## config.mk

```make
export PLATFORM = sky130hd
export DESIGN_NAME = mult_issue_ctrl
export DESIGN_NICKNAME = d
export VERILOG_FILES = /design/src/rtl/mult_issue_ctrl.sv
export SDC_FILE = /design/constraint.sdc
export NUM_CORES = 1
export LEC_CHECK = 0
export BUFFER_PORTS_ARGS = -buffer_cell sky130_fd_sc_hd__buf_2
export CORE_ASPECT_RATIO = 1.75
export CORE_MARGIN = 2
export CORE_UTILIZATION = 40
export CTS_CLUSTER_DIAMETER = 100
export DETAILED_ROUTE_END_ITERATION = 10
export PLACE_DENSITY = 0.64
export SETUP_SLACK_MARGIN = 0.1
export SLEW_MARGIN = 5
export SYNTH_ARGS = -nofsm -noshare
export SYNTH_HDL_FRONTEND = slang
export SYNTH_SLANG_ARGS = --single-unit
export TNS_END_PERCENT = 20
```

## constraint.sdc

```tcl
create_clock -name clk -period 3.8 [get_ports clk]
set_clock_uncertainty 0.1 [all_clocks]
set_input_delay 0.38 -clock clk [delete_from_list [all_inputs] [get_ports clk]]
set_output_delay 0.38 -clock clk [all_outputs]
set_load 0.01 [all_outputs]
```

## src/rtl/mult_issue_ctrl.sv

```systemverilog
// mult_issue_ctrl: issues operand pairs to an external pipelined multiplier,
// tracks them with a valid/tag pipe matched to the multiplier depth, and
// buffers the products in a small FIFO. Credit-based admission (buffered +
// in flight < depth) guarantees every issued product has a FIFO slot.
module mult_issue_ctrl #(
  parameter int DATA_LEN     = 32,
  parameter int TAG_LEN      = 8,
  parameter int MULT_LATENCY = 1,
  parameter int FIFO_DEPTH   = 4
) (
  input  logic                                clk,
  input  logic                                reset,
  input  logic                                in_valid,
  output logic                                in_ready,
  input  logic [DATA_LEN-1:0]                 in_a,
  input  logic [DATA_LEN-1:0]                 in_b,
  input  logic [TAG_LEN-1:0]                  in_tag,
  output logic [DATA_LEN-1:0]                 mul_a,
  output logic [DATA_LEN-1:0]                 mul_b,
  input  logic [DATA_LEN-1:0]                 mul_result,
  output logic                                out_valid,
  input  logic                                out_ready,
  output logic [DATA_LEN-1:0]                 out_result,
  output logic [TAG_LEN-1:0]                  out_tag,
  output logic [$clog2(MULT_LATENCY+2):0]     inflight,
  output logic                                busy
);

  localparam int PIPE_LEN = MULT_LATENCY + 1;
  localparam int INF_W    = $clog2(MULT_LATENCY + 2) + 1;
  localparam int PTR_W    = $clog2(FIFO_DEPTH);
  localparam int CNT_W    = PTR_W + 1;
  localparam int OCC_W    = CNT_W + INF_W;

  logic                               accept;
  logic [DATA_LEN-1:0]                mul_a_q, mul_a_d;
  logic [DATA_LEN-1:0]                mul_b_q, mul_b_d;
  logic [PIPE_LEN-1:0]                vld_q, vld_d;
  logic [PIPE_LEN-1:0][TAG_LEN-1:0]   tag_q, tag_d;
  logic [INF_W-1:0]                   inflight_c;
  logic [PTR_W-1:0]                   wr_ptr_q, wr_ptr_d;
  logic [PTR_W-1:0]                   rd_ptr_q, rd_ptr_d;
  logic [CNT_W-1:0]                   count_q, count_d;
  logic [OCC_W-1:0]                   occupancy;
  logic                               wr_en;
  logic                               rd_en;
  logic                               fifo_full;
  logic [DATA_LEN-1:0]                res_mem [FIFO_DEPTH];
  logic [TAG_LEN-1:0]                 tag_mem [FIFO_DEPTH];

  // Admission uses registered state only, so the consumer side never
  // reaches combinationally into the producer handshake.
  assign occupancy = {{INF_W{1'b0}}, count_q} + {{CNT_W{1'b0}}, inflight_c};
  assign in_ready  = occupancy < OCC_W'(FIFO_DEPTH);
  assign accept    = in_valid && in_ready;

  // The top of the valid pipe lines up with the multiplier output.
  assign wr_en     = vld_q[PIPE_LEN-1];
  assign rd_en     = out_valid && out_ready;
  assign fifo_full = (count_q == CNT_W'(FIFO_DEPTH));

  assign mul_a      = mul_a_q;
  assign mul_b      = mul_b_q;
  assign out_valid  = (count_q != '0);
  assign out_result = res_mem[rd_ptr_q];
  assign out_tag    = tag_mem[rd_ptr_q];
  assign inflight   = inflight_c;
  assign busy       = (inflight_c != '0) || (count_q != '0);

  // Operand registers load only on accept; tracking pipe shifts every cycle.
  always_comb begin
    mul_a_d = accept ? in_a : mul_a_q;
    mul_b_d = accept ? in_b : mul_b_q;
    vld_d   = {vld_q[PIPE_LEN-2:0], accept};
    tag_d   = {tag_q[PIPE_LEN-2:0], in_tag};
  end

  // Number of operations issued whose products are not yet in the FIFO.
  always_comb begin
    inflight_c = '0;
    for (int i = 0; i < PIPE_LEN; i++) begin
      inflight_c = inflight_c + INF_W'(vld_q[i]);
    end
  end

  // FIFO pointer and occupancy bookkeeping; pointers wrap as power of 2.
  always_comb begin
    wr_ptr_d = wr_en ? wr_ptr_q + PTR_W'(1) : wr_ptr_q;
    rd_ptr_d = rd_en ? rd_ptr_q + PTR_W'(1) : rd_ptr_q;
    unique case ({wr_en, rd_en})
      2'b10:   count_d = count_q + CNT_W'(1);
      2'b01:   count_d = count_q - CNT_W'(1);
      default: count_d = count_q;
    endcase
  end

  // Control state with synchronous reset.
  always_ff @(posedge clk) begin
    if (reset) begin
      mul_a_q  <= '0;
      mul_b_q  <= '0;
      vld_q    <= '0;
      wr_ptr_q <= '0;
      rd_ptr_q <= '0;
      count_q  <= '0;
    end else begin
      mul_a_q  <= mul_a_d;
      mul_b_q  <= mul_b_d;
      vld_q    <= vld_d;
      wr_ptr_q <= wr_ptr_d;
      rd_ptr_q <= rd_ptr_d;
      count_q  <= count_d;
    end
  end

  // Tag pipe and FIFO storage carry data only; validity lives elsewhere.
  always_ff @(posedge clk) begin
    tag_q <= tag_d;
    if (wr_en) begin
      res_mem[wr_ptr_q] <= mul_result;
      tag_mem[wr_ptr_q] <= tag_q[PIPE_LEN-1];
    end
  end

  // Admission control must make an overflowing write impossible.
  wr_when_full_a : assert property (@(posedge clk) disable iff (reset)
    !(wr_en && fifo_full && !rd_en));

endmodule

```

======== Word-level counts from Yosys, hierarchy flattened ========
Memories as Yosys holds them, arrays and structs flattened. A register that Yosys moved wholly into a read port is not among the register bits.
Index checks and enable logic that the tools add are counted.
storage, ports and cells
  bits in registers ....................... 89
  bits in latches ......................... 0
  memory bits (writable) .................. 160
  bits in read-only memories .............. 0
  bits of input ports ..................... 108
  output and inout port bits .............. 110
  logic and storage cells ................. 32
  memories ................................ 2
cells by class
  $add $sub $neg .......................... 6
  multiply operators ...................... 0
  div/mod/pow operators ................... 0
  magnitude comparators ................... 1
  equality and inequality tests ........... 2
  shift-type cells ........................ 0
  mux-type cells .......................... 7
  bitwise gates (word level) .............. 0
  reductions and logical operators ........ 6
memory list
  memory   words  width  read ports  clocked after memory_dff  wr ports  RTL line  source
  res_mem  4      32     1           1                         1         48        logic [DATA_LEN-1:0] res_mem [FIFO_DEPTH];
  tag_mem  4      8      1           1                         1         49        logic [TAG_LEN-1:0] tag_mem [FIFO_DEPTH];
operators by type and width
  operator                                                                       number
  2-bit two-way mux                                                              4
  3-bit case mux with 2 select lines                                             1
  3-bit nonzero test                                                             2
  2-bit by 1-bit adder with 2-bit output (second input constant)                 2
  3-bit by 3-bit adder with 4-bit output                                         1
  4-bit by 3-bit less-than comparator with 1-bit output (second input constant)  1
  3-bit by 1-bit adder with 3-bit output (second input constant)                 1
  3-bit by 1-bit subtractor with 3-bit output (second input constant)            1
  1-bit by 1-bit adder with 2-bit output                                         1
  2-bit by 1-bit equality test with 1-bit output (second input constant)         1
  2-bit equality test (second input constant)                                    1
  1-bit logical AND                                                              2
  1-bit two-way mux                                                              2
  2-bit nonzero test                                                             1
  1-bit logical OR                                                               1

======== Longest topological paths before layout ========
Gate-level depths: netlist (run 1).
  depth in word-level cells ............... 4
  mapped depth ............................ 8
  mapped depth without buffers ............ 8

======== Worst setup path after synthesis (run 1) ========
No wires, ideal clock.
  kind .................................... register to output
  start point ............................. register vld_q[1]
  end point ............................... output port in_ready
  data arrival time ....................... 1.549 ns
  required time ........................... 3.320 ns
  path slack .............................. 1.771 ns
  cell stages (with the launch flop) ...... 5
  buffers on the path ..................... 1
  cell sequence ........................... dfxtp_1 > ha_1 > ha_1 > a311oi_2 > clkbuf_1
on the way
  longest elaborated chain between the ends .. 3
ends and longest elaborated chain
  what                                                   RTL line  source
  start, declared                                        38        logic [PIPE_LEN-1:0] vld_q, vld_d;
  start signal, assigned                                 109       vld_q <= vld_d;
  1-bit by 1-bit adder with 2-bit output                 82        inflight_c = inflight_c + INF_W'(vld_q[i]);
  net inflight[1]                                        25        output logic [$clog2(MULT_LATENCY+2):0] inflight,
  3-bit by 3-bit adder with 4-bit output                 53        assign occupancy = {{INF_W{1'b0}}, count_q} + {{CNT_W{1'b0}}, inflight_c};
  4-bit by 3-bit less-than comparator with 1-bit output  54        assign in_ready = occupancy < OCC_W'(FIFO_DEPTH);
  end, declared                                          14        output logic in_ready,
The timed path passes the listed nets, and every way through them passes these cells.

======== Worst setup path in the final report (run 1) ========
  start point ............................. register vld_q[1]
  end point ............................... output port in_ready
on the way
  longest elaborated chain between the ends .. 3
ends and longest elaborated chain
  what                                                   RTL line
  1-bit by 1-bit adder with 2-bit output                 82
  3-bit by 3-bit adder with 4-bit output                 53
  4-bit by 3-bit less-than comparator with 1-bit output  54
Every way passes these cells.

==> impl_metrics.env, run 1 <==
export IMPL_status="completed"
export IMPL_crit_slowest_cell="buf_4"
export IMPL_first_global_vias=5822
export IMPL_worst_r2r_setup_slack_ns=1.13
export IMPL_synth_top_family_by_area="simple AND/OR/NAND/NOR gates"
export IMPL_cp_cell_sequence="ha_1 -> ha_1 -> a311oi_4 -> buf_4 -> buf_2"
export IMPL_leakage_nw=4.34
export IMPL_critical_path_most_common_cell="ha_1"
export IMPL_grt_setup_unrepaired="false"
export IMPL_vias=5687
export IMPL_drive_gt1_share_pct=36.5
export IMPL_tightest_slew_ns=0.969
export IMPL_setup_tns_ns=0
export IMPL_synthSimpleGateAreaFrac_pct=11.2
export IMPL_clkSlewWorstSetupHoldPaths_ns=0.06
export IMPL_die_area_um2=24800
export IMPL_required_ns=3.32
export IMPL_via_per_inst=4.97
export IMPL_grt_antenna_before_repair=0
export IMPL_clock_latency_ns=0.50
export IMPL_post_cts_buffers=0
export IMPL_synth_seq_cells=251
export IMPL_worstPathArrival_ns=2.62
export IMPL_die_h_um=207
export IMPL_syn_to_final_growth_pct=25.8
export IMPL_critical_path_class="reg -> out"
export IMPL_whs_ns=0.0284
export IMPL_drtIter0Drc=336
export IMPL_grt_usage_pct=16.0
export IMPL_crit_path_max_incr_delay_ns=0.60
export IMPL_rows=74
export IMPL_gp_congestion=0.791
export IMPL_die_x_um=120
export IMPL_muxShareOfSynthArea_pct=9.69
export IMPL_syn_instance_count=579
export IMPL_ys_seq_area_share_pct=70.5
export IMPL_ios=218
export IMPL_postSynthAreaPerCell_um2=16.2
export IMPL_fin_ws_ns=0.697
export IMPL_final_nets=941
export IMPL_htreeDepth=1
export IMPL_syn_cell_area_um2=9400
export IMPL_timing_slew_headroom_pct=35.4
export IMPL_timing_rr_end="mul_b[8]$_SDFFE_PP0P_"
export IMPL_min_path_cells=3
export IMPL_wire_per_inst_um=17.6
export IMPL_period_needed_ns=3.10
export IMPL_cts_root_buffer="clkbuf_16"
export IMPL_dp_worst_setup_slack_ns=1.09
export IMPL_setup_viol=0
export IMPL_r2r_cells=6
export IMPL_postRouteAntennaNets=0
export IMPL_path_max_fanout=65
export IMPL_routed_wl_um=20200
export IMPL_post_cts_resized=0
export IMPL_yosysUniqueCellTypes=28
export IMPL_cts_path_max_buffers=3
export IMPL_fillerInstances=2005
export IMPL_clock_sinks=251
export IMPL_fin_area_um2=11800
export IMPL_numPortBuffers=216
export IMPL_dpl_instance_area_um2=10700
export IMPL_startpoint_type="flip-flop"
export IMPL_holdPathEnd="mul_b[11]$_SDFFE_PP0P_"
export IMPL_max_freq_ghz=0.322
export IMPL_period_share_pct=81.7
export IMPL_synth_fa_ha_area_share_pct=1.28
export IMPL_drv_cap=0
export IMPL_cts_buffers_inserted=23
export IMPL_synth_xor_area_share_pct=0.373
export IMPL_synth_compound_area_share_pct=3.91
export IMPL_powerDensity_nw_per_um2=536
export IMPL_overflow=0
export IMPL_min_path_type="in -> reg"
export IMPL_reg2reg_from="vld_q[1]$_SDFF_PP0_"
export IMPL_grt_pass1_wl_um=31200
export IMPL_synth_warnings=0
export IMPL_end_kind="output port"
export IMPL_cp_startpoint="vld_q[1]$_SDFF_PP0_"
export IMPL_coreArea_um2=23200
export IMPL_peakVddDrop_uv=427
export IMPL_dp_hpwl_um=12900
export IMPL_first_pass_iters=4
export IMPL_hold_buffers=40
export IMPL_synth_net_count=696
export IMPL_diodes=0
export IMPL_hold_violations=0
export IMPL_drcViolationCount=0
export IMPL_cts_tree="built"
export IMPL_drv_slew=0
export IMPL_initial_core_util_pct=40.5
export IMPL_grt_max_degree=77
export IMPL_hp_start="in_b[11]"
[worst max path at each step]
stage / endpoint / slack (ns) / cells past startpoint
final: in_ready / 0.70 / 5
after detailed placement: mul_b[8]$_SDFFE_PP0P_ / 1.09 / 6
after CTS: in_ready / 0.65 / 5
after global placement: mul_b[8]$_SDFFE_PP0P_ / 1.15 / 6
after floorplan: in_ready / 1.77 / 4
after global routing: in_ready / 0.52 / 5
[kinds of logic after synthesis]
logic type / count (synthesis)
flops: 251
simple gates: 147
compound gates: 71
buf+inv: 55
mux: 41
fa+ha+maj: 9
xor+xnor: 4
other cells: 1
[cell usage after synthesis, drive strengths merged]
| cell type | number | share of area [%] |
|---|---|---|
| xor2 | 3 | 0.28 |
| clkbuf | 27 | 1.1 |
| ha | 8 | 1.1 |
| dfxtp | 91 | 19 |
| and2 | 5 | 0.33 |
| o31ai | 1 | 0.080 |
| mux2i | 1 | 0.11 |
| buf | 19 | 1.6 |
| inv | 9 | 0.36 |
| nand2b | 64 | 4.3 |
| nor3 | 1 | 0.053 |
| o21ai | 66 | 3.5 |
| nand2 | 2 | 0.080 |
| nand4b | 64 | 6.0 |
| a311oi | 1 | 0.16 |
| or3 | 2 | 0.13 |
| edfxtp | 160 | 51 |
| mux4 | 40 | 9.6 |
| a21oi | 3 | 0.16 |
| nor2b | 1 | 0.067 |
| nor2 | 8 | 0.32 |
| fa | 1 | 0.21 |
| conb | 1 | 0.040 |
| xnor2 | 1 | 0.093 |
[sequential cells by signal, indices dropped and copies added (netlist names), named ones only]
signal	flops
tag_mem	32
vld_q	2
count_q	3
res_mem	128
mul_b	32
wr_ptr_q	2
tag_d	8
rd_ptr_q	2
mul_a	32
tag_q	8
[final cells by class]
class,count,area (µm²),area share (%)
clock inverters,13,118,0.995
flip-flops and latches,251,6630,56.1
multi-input cells,273,2510,21.2
clock buffers,28,594,5.03
well taps,304,380,3.22
repair buffers,266,1560,13.2
inverters,9,33.8,0.286
[stage by stage]
step	cells	utilization, %	power (W)
2_1_floorplan	579	-	0.00382
3_3_place_gp	1063	46.1	0.00417
3_5_place_dp	1063	46.1	0.00418
4_1_cts	1144	50.9	0.00644
5_1_grt	1144	50.9	0.00662
6_report	1144	50.9	0.00634
[where the power goes]
group	internal [W]	switching, W
logic	0.000502	0.000446
clock network	0.00125	0.000959
registers	0.00301	0.000168
[metal layers]
layer	up-vias	global-route usage (%)	part of all wire (%)
met5	-	0	0
met4	0	4.96	1.9
met3	23	4.45	7.7
met2	218	29.2	52
met1	2756	18.0	38
li1	2690	-	-
[placed cells by master, fill, tap and decap left out, drive strengths merged]
cell,netlist,routed
buf,19,226
edfxtp,160,160
dfxtp,91,91
o21ai,66,66
nand2b,64,64
nand4b,64,64
mux4,40,40
dlygate4sd3,0,40
clkbuf,27,28
inv,9,10
nor2,8,8
ha,8,8
clkinv,0,8
and2,5,5
xor2,3,3
a21oi,3,3
nand2,2,2
or3,2,2
bufinv,0,2
clkinvlp,0,2
o31ai,1,1
nor3,1,1
a311oi,1,1
nor2b,1,1
xnor2,1,1
mux2i,1,1
fa,1,1
conb,1,1
[critical path, delay by kind of cell (launching register included)]
kind,cells,cell delay [ns]
AOI/OAI and AO/OA,1,0.31
adders and majority gates,2,0.49
buffers and inverters,2,0.85
DFF,1,0.47
Note: power is estimated with default switching activity, not from simulation.
==> run 2, diff against run 1 <==
==> constraint.sdc (replaced) <==
create_clock -name clk -period 3 [get_ports clk]
set_clock_uncertainty 0.1 [all_clocks]
set_input_delay 0.3 -clock clk [delete_from_list [all_inputs] [get_ports clk]]
set_output_delay 0.3 -clock clk [all_outputs]
set_load 0.01 [all_outputs]
==> run 2 against run 1 <==
Wire length grew 6.0%. Combinational power grew 47%. Utilization grew 2.9 points. Sequential power grew 25%. Worst setup slack lost 0.43 ns. Design area grew 5.6%. Register-to-register slack lost 0.39 ns. Count of clock-buffer cells in the layout shrank 2. Worst hold slack gained 0.011 ns. Critical path depth is the same.
==> impl_metrics.env, run 2 (same netlist as run 1, synthesis figures left out) <==
export IMPL_wire_per_inst_um=17.7
export IMPL_whs_ns=0.0391
export IMPL_reg2reg_from="vld_q[1]$_SDFF_PP0_"
export IMPL_cts_path_max_buffers=3
export IMPL_clock_latency_ns=0.51
export IMPL_max_flop_register="res_mem"
export IMPL_die_x_um=120
export IMPL_cp_cell_sequence="ha_1 -> ha_1 -> a311oi_4 -> clkbuf_16 -> buf_2"
export IMPL_coreArea_um2=23200
export IMPL_syn_to_final_growth_pct=32.8
export IMPL_vias=6054
export IMPL_final_cell_mix="216 x buf_2, 160 x edfxtp_1, 101 x dlygate4sd3_1"
export IMPL_clkSlewWorstSetupHoldPaths_ns=0.06
export IMPL_hp_start="in_b[5]"
export IMPL_rows=74
export IMPL_cts_root_buffer="clkbuf_16"
export IMPL_setup_worst_path_end="in_ready"
export IMPL_startpoint_type="flip-flop"
export IMPL_cp_depth=5
export IMPL_routed_wl_um=21400
export IMPL_setup_tns_ns=0
export IMPL_dp_hpwl_um=13100
export IMPL_crit_slowest_cell="dfxtp_1"
export IMPL_drv_slew=0
export IMPL_worstPathArrival_ns=2.34
export IMPL_ios=218
export IMPL_end_kind="output port"
export IMPL_period_share_pct=91.2
export IMPL_setup_viol=0
export IMPL_initial_core_util_pct=40.5
export IMPL_max_freq_ghz=0.365
export IMPL_crit_path_max_incr_delay_ns=0.46
export IMPL_drtIter0Drc=180
export IMPL_overflow=0
export IMPL_postRouteAntennaNets=0
export IMPL_die_area_um2=24800
export IMPL_final_common_cell="buf_2"
export IMPL_timing_rr_end="mul_b[17]$_SDFFE_PP0P_"
export IMPL_htreeDepth=1
export IMPL_numPortBuffers=216
export IMPL_cp_num_buf_inv=2
export IMPL_powerDensity_nw_per_um2=640
export IMPL_status="completed"
export IMPL_die_h_um=207
export IMPL_grt_setup_unrepaired="false"
export IMPL_cp_startpoint="vld_q[1]$_SDFF_PP0_"
export IMPL_period_needed_ns=2.74
export IMPL_drv_cap=0
export IMPL_largest_register_ff_count=128
export IMPL_worst_r2r_setup_slack_ns=0.74
export IMPL_diodes=0
export IMPL_post_cts_buffers=0
export IMPL_via_per_inst=5.01
export IMPL_hold_violations=0
export IMPL_critical_path_class="reg -> out"
export IMPL_gp_congestion=0.751
export IMPL_cts_tree="built"
export IMPL_r2r_cells=6
export IMPL_path_max_fanout=33
export IMPL_leakage_nw=4.62
export IMPL_tightest_slew_ns=0.692
export IMPL_cp_top_family="adder cells"
export IMPL_drcViolationCount=0
export IMPL_grt_pass1_wl_um=32700
export IMPL_grt_antenna_before_repair=0
export IMPL_clock_sinks=251
export IMPL_peakVddDrop_uv=378
export IMPL_first_pass_iters=5
export IMPL_critical_path_most_common_cell="ha_1"
export IMPL_final_nets=1007
export IMPL_grt_usage_pct=16.8
export IMPL_timing_slew_headroom_pct=53.9
export IMPL_drive_gt1_share_pct=34.5
export IMPL_required_ns=2.60
export IMPL_min_path_type="in -> reg"
export IMPL_grt_max_degree=84
export IMPL_first_global_vias=6273
export IMPL_cts_buffers_inserted=23
[run 2: worst reg2reg max path, cell delays in order, from the launching register on]
cell and delay [ns]:
dfxtp_1 0.46, ha_1 0.22, ha_1 0.26, a311oi_4 0.42, and2_2 0.24, buf_12 0.27, o21ai_0 0.16
[run 2: layout make-up]
type                       count  area [µm²]
timing repair buffer         332        2260
clock buffer                  26         597
multi-input combinational    273        2510
fill                        1891       10800
inverter                       9        33.8
clock inverter                14        73.8
sequential                   251        6630
tap                          304         380
[run 2: per-stage QoR]
step / total power [W] / cell area, µm² / utilization [%] / setup slack [ns] / std cells
final: 0.00799 / 12500 / 53.7 / 0.263 / 1209
after global routing: 0.00834 / 12500 / 53.7 / 0.0937 / 1209
after CTS: 0.00808 / 12500 / 53.7 / 0.243 / 1208
after detailed placement: 0.00533 / 10800 / 46.4 / 0.802 / 1067
after global placement: 0.00532 / 10800 / 46.4 / 0.829 / 1067
after floorplan: 0.00484 / 9400 / - / 0.988 / 579
[run 2: power breakdown]
group / internal (W) / switching (W)
clock: 0.00143 / 0.00121
sequential: 0.00382 / 0.000143
combinational: 0.000728 / 0.000666
total: 0.00597 / 0.00202
[run 2: how the worst min path moves through the flow]
stage                                        end  slack [ns]  depth (start not counted)
after global placement         tag_q[10]$_DFF_P_        0.21                          0
after global routing      mul_b[29]$_SDFFE_PP0P_        0.02                          3
after CTS                 mul_b[29]$_SDFFE_PP0P_       0.007                          3
after detailed placement       tag_q[12]$_DFF_P_        0.21                          0
after floorplan                tag_q[10]$_DFF_P_        0.21                          0
final                      mul_b[5]$_SDFFE_PP0P_        0.04                          3
[run 2: what timing repair did]
action / CTS / global route
hold buffers: 101 / 0
hold endpoints to repair: 197 / 0
setup endpoints to repair: 0 / 1
gates resized for setup: 0 / 1
[run 2: metal layers]
metal	global-route usage, %	vias to the layer above	part of all wire, %
met3	3.46	36	6.5
met4	6.34	0	2.8
li1	-	2817	-
met1	18.7	2945	38
met2	31.5	256	53
met5	0	-	0
==> run 3, diff against run 2 <==
--- a/config.mk
+++ b/config.mk
@@ -6,12 +6,14 @@
 export NUM_CORES = 1
 export LEC_CHECK = 0
 export BUFFER_PORTS_ARGS = -buffer_cell sky130_fd_sc_hd__buf_2
-export CORE_ASPECT_RATIO = 1.75
+export CELL_PAD_IN_SITES_DETAIL_PLACEMENT = 0
+export CELL_PAD_IN_SITES_GLOBAL_PLACEMENT = 2
+export CORE_ASPECT_RATIO = 2
 export CORE_MARGIN = 2
-export CORE_UTILIZATION = 40
+export CORE_UTILIZATION = 37
 export CTS_CLUSTER_DIAMETER = 100
 export DETAILED_ROUTE_END_ITERATION = 10
-export PLACE_DENSITY = 0.64
+export PLACE_DENSITY = 0.8
 export SETUP_SLACK_MARGIN = 0.1
 export SLEW_MARGIN = 5
 export SYNTH_ARGS = -nofsm -noshare
==> run 3 against run 2 <==
Sequential power decreased by 2%. Die area increased by 8.0%. Combinational power increased by 4%. Worst hold slack improved by 0.047 ns. Final cell count increased by 3.1%. Global-route usage decreased by 1.4 points. Register-to-register slack got worse by 0.23 ns. Clock power increased by 18%. Utilization decreased by 3.0 points. Critical endpoint unchanged. Largest cell class unchanged.
==> impl_metrics.env, run 3 (same netlist as run 1, synthesis figures left out) <==
export IMPL_max_flop_register="res_mem"
export IMPL_stdcell_count=1247
export IMPL_multi_input_comb_area_um2=2510
export IMPL_die_h_um=229
export IMPL_grt_setup_unrepaired="false"
export IMPL_overflow=0
export IMPL_coreArea_um2=25000
export IMPL_htreeDepth=1
export IMPL_gp_congestion=0.741
export IMPL_grt_antenna_before_repair=1
export IMPL_setup_worst_path_end="in_ready"
export IMPL_clkPwrFrac_pct=36.8
export IMPL_ff_latch_area_um2=6630
export IMPL_dp_hpwl_um=13200
export IMPL_clkSlewWorstSetupHoldPaths_ns=0.06
export IMPL_grt_usage_pct=15.5
export IMPL_clock_sinks=251
export IMPL_timing_rr_end="mul_a[31]$_SDFFE_PP0P_"
export IMPL_final_nets=1009
export IMPL_required_ns=2.60
export IMPL_drcViolationCount=0
export IMPL_worst_r2r_setup_slack_ns=0.51
export IMPL_status="completed"
export IMPL_startpoint_type="flip-flop"
export IMPL_crit_slowest_cell="dfxtp_1"
export IMPL_r2r_cells=7
export IMPL_netSwitchingPower_w=0.00208
export IMPL_max_freq_ghz=0.375
export IMPL_grt_pass1_wl_um=33100
export IMPL_swShare_pct=24.6
export IMPL_via_per_inst=4.87
export IMPL_drv_slew=0
export IMPL_p_comb_share_pct=17.2
export IMPL_critical_path_class="reg -> out"
export IMPL_drive_gt1_share_pct=34.8
export IMPL_crit_path_max_incr_delay_ns=0.47
export IMPL_first_pass_iters=4
export IMPL_period_needed_ns=2.67
export IMPL_final_cell_mix="216 x buf_2, 160 x edfxtp_1, 104 x dlygate4sd3_1"
export IMPL_min_path_type="in -> reg"
export IMPL_largest_register_ff_count=128
export IMPL_reg2reg_from="vld_q[1]$_SDFF_PP0_"
export IMPL_cp_cell_sequence="ha_1 -> ha_1 -> a311oi_4 -> clkbuf_16 -> buf_2"
export IMPL_final_common_cell="buf_2"
export IMPL_first_global_vias=6529
export IMPL_routed_wl_um=21200
export IMPL_pwr_share_seq_pct=46.1
export IMPL_hold_violations=0
export IMPL_path_max_fanout=33
export IMPL_place_inst=1096
export IMPL_cts_tree="built"
export IMPL_peakVddDrop_uv=394
export IMPL_tightest_slew_ns=0.789
export IMPL_drv_cap=0
export IMPL_clock_latency_ns=0.51
export IMPL_numPortBuffers=216
export IMPL_worstPathArrival_ns=2.27
export IMPL_p_int_w=0.00638
export IMPL_vias=6069
export IMPL_cts_buffers_inserted=24
export IMPL_syn_to_final_growth_pct=35.0
export IMPL_whs_ns=0.0857
export IMPL_ios=218
export IMPL_leakage_nw=4.69
export IMPL_hp_start="out_ready"
export IMPL_die_area_um2=26800
export IMPL_initial_core_util_pct=37.6
export IMPL_period_share_pct=88.9
export IMPL_die_x_um=117
export IMPL_rows=82
export IMPL_postRouteAntennaNets=0
export IMPL_fillerInstances=2163
export IMPL_cts_path_max_buffers=3
export IMPL_setup_tns_ns=0
export IMPL_end_kind="output port"
export IMPL_wire_per_inst_um=17.0
export IMPL_cp_startpoint="vld_q[1]$_SDFF_PP0_"
export IMPL_critical_path_most_common_cell="ha_1"
export IMPL_cts_root_buffer="clkbuf_16"
export IMPL_timing_slew_headroom_pct=47.4
export IMPL_drtIter0Drc=304
export IMPL_grt_max_degree=74
export IMPL_powerDensity_nw_per_um2=666
export IMPL_setup_viol=0
run 3: area by class of cell:
cell class                 count  share of cell area, %
multi-input combinational    273                   19.8
tap                          336                   3.31
timing repair buffer         333                   17.9
antenna                        1                 0.0197
sequential                   251                   52.2
clock inverter                16                   1.30
clock buffer                  28                   5.18
inverter                       9                  0.266
run 3: timing repair:
action | in CTS | in global routing
setup endpoints to repair | 0 | 1
setup buffers | 0 | 1
hold buffers | 104 | 0
endpoints found under the hold margin | 200 | 0
resized for setup | 0 | 1
run 3: worst min path at each step:
stage / slack, ns / to / cells past startpoint
after floorplan: 0.21 / tag_q[10]$_DFF_P_ / 0
after global placement: 0.21 / tag_q[12]$_DFF_P_ / 0
after detailed placement: 0.22 / tag_q[9]$_DFF_P_ / 0
after CTS: 0.06 / flip-flop / 4
after global routing: 0.1 / flip-flop / 4
final: 0.09 / flip-flop / 4
run 3: critical path, delay by kind of cell, from the launching register on:
kind,cells,cell delay (ns)
buf+inv,2,0.44
compound gates,1,0.33
flops,1,0.47
fa+ha+maj,2,0.51
run 3: routing by layer:
layer	global-route usage (%)	wire, µm
met5	0	0
met4	6.10	624
met3	3.28	1340
met2	28.5	11500
met1	16.7	7790
run 3: stage by stage:
stage                     power (W)  setup slack [ns]  cell area (µm²)  util, %
final                       0.00846             0.334            12700     50.7
after global routing        0.00883             0.215            12700     50.7
after CTS                   0.00856             0.185            12700     50.6
after detailed placement    0.00533             0.611            10800     43.2
after global placement      0.00529             0.719            10800     43.2
after floorplan             0.00484             0.988             9400        -
run 3: power by group through the flow:
stage / clock network (W) / logic [W] / registers, W
6_report: 0.00311 / 0.00145 / 0.00390
5_1_grt: 0.00332 / 0.00160 / 0.00391
4_1_cts: 0.00320 / 0.00146 / 0.00390
3_5_place_dp: 0 / 0.00135 / 0.00397
3_3_place_gp: 0 / 0.00133 / 0.00396
2_1_floorplan: 0 / 0.000860 / 0.00398
